### config.mk
export PLATFORM = sky130hd
export DESIGN_NAME = shift_sequencer
export DESIGN_NICKNAME = d
export VERILOG_FILES = /design/src/rtl/shift_sequencer_pkg.sv /design/src/rtl/shift_sequencer_barrel.sv /design/src/rtl/shift_sequencer.sv
export SDC_FILE = /design/constraint.sdc
export NUM_CORES = 1
export LEC_CHECK = 0
export BUFFER_PORTS_ARGS = -buffer_cell sky130_fd_sc_hd__buf_2
export CAP_MARGIN = 10
export CORE_ASPECT_RATIO = 1.75
export CORE_UTILIZATION = 61
export CTS_CLUSTER_DIAMETER = 200
export DETAILED_ROUTE_END_ITERATION = 12
export PLACE_DENSITY = 0.82
export SYNTH_ARGS = -nofsm -noshare
export SYNTH_HDL_FRONTEND = slang
export SYNTH_SLANG_ARGS = --single-unit
### constraint.sdc
create_clock -name CLK -period 3.8 [get_ports CLK]
set_clock_uncertainty 0.1 [all_clocks]
set_input_delay 0.76 -clock CLK [delete_from_list [all_inputs] [get_ports CLK]]
set_output_delay 0.76 -clock CLK [all_outputs]
set_load 0.05 [all_outputs]
### src/rtl/shift_sequencer_pkg.sv
// shift_sequencer_pkg: shared widths, op codes and sequencer states.
package shift_sequencer_pkg;
    localparam int DATA_WIDTH  = 32;
    localparam int SHAMT_WIDTH = 5;
    typedef enum logic [1:0] {OP_SLL = 2'b00, OP_SRL = 2'b01, OP_SRA = 2'b10, OP_ROTL = 2'b11} op_e;
    typedef enum logic [1:0] {S_IDLE = 2'b00, S_PASS1 = 2'b01, S_PASS2 = 2'b10, S_RESP = 2'b11} state_e;
endpackage

### src/rtl/shift_sequencer_barrel.sv
// BARREL_SHIFTER32: combinational 32-bit logical shifter, lnr=1 shifts left.
module BARREL_SHIFTER32 (
    input  logic [31:0] in_data,
    input  logic [4:0]  shamt,
    input  logic        lnr,
    output logic [31:0] out_data
);
    assign out_data = lnr ? in_data << shamt : in_data >> shamt;
endmodule

### src/rtl/shift_sequencer.sv
// shift_sequencer: sequences one or two passes through a single barrel shifter
// to implement SLL, SRL, SRA and ROTL behind valid/ready handshakes.
module shift_sequencer #(
    parameter int DATA_WIDTH  = shift_sequencer_pkg::DATA_WIDTH,
    parameter int SHAMT_WIDTH = shift_sequencer_pkg::SHAMT_WIDTH
) (
    input  logic                   CLK,
    input  logic                   RST,
    input  logic                   req_valid,
    output logic                   req_ready,
    input  logic [1:0]             req_op,
    input  logic [DATA_WIDTH-1:0]  req_data,
    input  logic [SHAMT_WIDTH-1:0] req_shamt,
    output logic                   rsp_valid,
    input  logic                   rsp_ready,
    output logic [DATA_WIDTH-1:0]  rsp_data
);
    import shift_sequencer_pkg::*;

    state_e                 state_q, state_d;
    op_e                    op_q, op_d;
    logic [DATA_WIDTH-1:0]  d_q, d_d, acc_q, acc_d;
    logic [SHAMT_WIDTH-1:0] s_q, s_d;
    logic [DATA_WIDTH-1:0]  sh_in, sh_out, sh_res;
    logic [SHAMT_WIDTH-1:0] sh_amt;
    logic                   sh_lnr, inv;

    assign req_ready = RST && state_q == S_IDLE;
    assign rsp_valid = RST && state_q == S_RESP;
    assign rsp_data  = acc_q;

    BARREL_SHIFTER32 u_shifter (
        .in_data (sh_in),
        .shamt   (sh_amt),
        .lnr     (sh_lnr),
        .out_data(sh_out)
    );

    always_comb begin
        state_d = state_q;
        op_d    = op_q;
        d_d     = d_q;
        s_d     = s_q;
        acc_d   = acc_q;
        // Negative SRA operands are shifted inverted so the zero fill becomes sign fill.
        inv     = state_q == S_PASS1 && op_q == OP_SRA && d_q[DATA_WIDTH-1];
        sh_in   = inv ? ~d_q : d_q;
        sh_amt  = state_q == S_PASS2 ? SHAMT_WIDTH'(0) - s_q : s_q;
        sh_lnr  = state_q == S_PASS1 && (op_q == OP_SLL || op_q == OP_ROTL);
        sh_res  = inv ? ~sh_out : sh_out;
        case (state_q)
            S_IDLE: if (req_valid) begin
                state_d = S_PASS1;
                op_d    = op_e'(req_op);
                d_d     = req_data;
                s_d     = req_shamt;
            end
            S_PASS1: begin
                acc_d   = (op_q == OP_ROTL && s_q == '0) ? d_q : sh_res;
                state_d = (op_q == OP_ROTL && s_q != '0) ? S_PASS2 : S_RESP;
            end
            S_PASS2: begin
                acc_d   = acc_q | sh_res;
                state_d = S_RESP;
            end
            default: state_d = rsp_ready ? S_IDLE : S_RESP;
        endcase
    end

    always_ff @(posedge CLK) begin
        if (!RST) begin
            state_q <= S_IDLE;
            acc_q   <= '0;
        end else begin
            state_q <= state_d;
            op_q    <= op_d;
            d_q     <= d_d;
            s_q     <= s_d;
            acc_q   <= acc_d;
        end
    end
endmodule

==> flow_summary.ini <==
[synthesis]
syn-cell-area_um2 = 7650
ys.flop_type = edfxtp_1
ys_ff_latch = 73
synth_cells = 837
synthArstFlopShare = 0
yosys_warnings = 0
synth_nets = 889
synth-edff-count = 39
syn_avg_cell_area_um2 = 9.15
yosysSeqAreaShare = 0.242
synth_cell_types = 73

[run_status]
status = completed

[clocking]
cts_tree = built
htreeDepth = 3
clkTransAtPathRegs_ps = 60
clockRootBuffer = clkbuf_16
clock_latency_ps = 340
clkSinkCount = 73
clk_path_buf_depth = 2
cts_resized = 0
cts_buffers = 9
hold_buffers = 0
cts_setup_buffers = 0

[timing]
fin_hold_ws_ps = 405
clock.fmax_mhz = 269
finalMaxSlewViolations = 0
hold_violations = 0
maxSlewHeadroom = 0.397
setup_viol = 0
final.setup.tns_ps = 0
layout_setup_ws_ps = 79.7
rsz0062_at_grt = false
period_needed_ps = 3720
worstMarginPinSlew_ps = 905
period_share = 0.979

[placed_design]
dp_slack_ps = 216
portBuffers = 76
place_hpwl_um = 22600
place_congestion = 1.08

[hold_path]
hold_path.class = reg2reg
hold_end = rsp_data[15]$_SDFFE_PN0P_
min_path_cells = 1
worstHoldStart = rsp_data[15]$_SDFFE_PN0P_

[setup_path]
worstPathArrival_ps = 3850
timing.rr.end = rsp_data[15]$_SDFFE_PN0P_
worstPathCellList = inv_1, ha_1, nand2b_2, xnor2_4, buf_4, mux2i_1, mux2_2, o22ai_1, o32ai_1, xnor2_1, a21boi_1, o211a_1
reg2reg_from = state_q[0]$_SDFFE_PN0P_
max_stage_delay_ps = 600
r2r_cells = 12
path_max_fanout = 10
start_kind = register
end_kind = register
reg2reg_setup_slack_ps = 80
critPathRequiredTime_ps = 3930
path_class = reg2reg
critPathSlowestCell = o32ai_1

[finish]
areaGrowthSynthToFinish_pct = 12.3
diodes = 0
nets = 946
most-common-layout-cells = mux2i_1 (122), xnor2_1 (94), buf_2 (76)
final_common_cell = mux2i_1
fill_cells = 960
drive_gt1_frac = 0.221

[floorplan]
ios = 77
die-area_um2 = 13000
row_count = 53
core_um2 = 12100
fp.dieH_um = 150
start_util = 0.631
die_w_um = 86.7

[routing]
antenna_left = 0
drtIter0Drc = 794
vias = 7563
wl_per_cell_um = 29.4
vias_per_cell = 7.11
dr.pass1.iters = 5
postRouteWirelength_um = 31300
drc = 0

[power]
ir_worst_vdd_mv = 1.00
powerDensity_nw_per_um2 = 938
leakage_uw = 0.00341

[grt]
grt_usage = 0.496
first_global_vias = 7379
grt_max_degree = 66
grt_antenna_before_repair = 0
gr-total-overflow = 0
grt_pass1_wl_um = 45800

[flow_run]
maxCapViolations = 0
-- cells in the mapped netlist, types with 5 or more instances --
cell type,count,area [um2]
ha_1,9,113
mux4_2,18,405
buf_6,10,113
nand3_1,16,80.1
nor2b_1,5,31.3
edfxtp_1,39,1170
a21oi_1,61,305
mux2_2,18,203
buf_4,19,143
o21ai_1,9,45.0
buf_2,16,80.1
o21ai_0,59,295
o221ai_1,29,254
o31ai_1,5,37.5
nand2_1,43,161
nand2b_1,7,43.8
and2_1,5,31.3
o211ai_1,9,67.6
o22ai_1,13,81.3
nor2_1,47,176
clkbuf_1,30,113
o211a_1,6,60.1
mux2i_1,123,1230
nor3_1,18,90.1
a211oi_1,8,60.1
xnor2_1,94,823
dfxtp_1,34,681
inv_1,7,26.3
-- state kept, by name, indices dropped and copies added, names as in the netlist --
register	cells
state_q	2
op_q	2
d_q	32
rsp_data	32
s_q	5
-- per-stage QoR --
step / util / cell area (um2) / total power, uW / std cells
after floorplan: - / 7650 / 5220 / 837
after global placement: 0.682 / 8280 / 6730 / 1048
after detailed placement: 0.682 / 8280 / 6770 / 1048
after CTS: 0.708 / 8590 / 7720 / 1064
after global routing: 0.708 / 8590 / 8370 / 1064
final: 0.708 / 8590 / 8060 / 1064
-- report_power, final --
part           switching, uW  internal, uW
clock network            363           576
logic                   3740          2120
registers                224          1040
total                   4330          3730
-- per-layer routing --
| layer | wire, um | GRT usage |
|---|---|---|
| met1 | 10600 | 0.534 |
| met4 | 3080 | 0.416 |
| met5 | 0 | 0 |
| met3 | 3200 | 0.174 |
| met2 | 14400 | 0.772 |
-- kinds of logic after synthesis --
family | share of synthesized area
AO/OA/AOI/OAI | 0.215
flip-flops | 0.242
AND/OR/NAND/NOR | 0.0971
adder cells (fa/ha/maj) | 0.0147
XOR/XNOR | 0.118
buffers and inverters | 0.0654
multiplexers | 0.248
-- critical path, delay by kind of cell (launching register included) --
family                     cells  cell delay (ps)
buffers and inverters          2              330
muxes                          2              490
AOI/OAI and AO/OA              4             1030
adders and majority gates      1              380
DFF                            1              350
xor gates and xnor gates       2              690
and+or+nand+nor                1              220
-- area by class of cell --
type | count | area, um2 | share of cell area
flip-flops and latches | 73 | 1850 | 0.215
multi-input cells | 678 | 5370 | 0.625
clock buffers | 9 | 225 | 0.0262
inverters | 8 | 30.0 | 0.00349
clock inverters | 7 | 93.8 | 0.0109
repair buffers | 124 | 816 | 0.0949
well taps | 165 | 206 | 0.0240
-- worst max path at each step --
stage,from,to,slack (ps),cells after the start
after detailed placement,state_q[0]$_SDFFE_PN0P_,rsp_data[15]$_SDFFE_PN0P_,220,12
after floorplan,s_q[0]$_DFFE_PP_,rsp_data[0]$_SDFFE_PN0P_,600,17
final,state_q[0]$_SDFFE_PN0P_,rsp_data[15]$_SDFFE_PN0P_,80,12
after global routing,state_q[0]$_SDFFE_PN0P_,rsp_data[17]$_SDFFE_PN0P_,3,12
after CTS,state_q[0]$_SDFFE_PN0P_,rsp_data[15]$_SDFFE_PN0P_,210,12
after global placement,state_q[0]$_SDFFE_PN0P_,rsp_data[15]$_SDFFE_PN0P_,270,12
No activity file was read; power rests on OpenSTA's default activity.
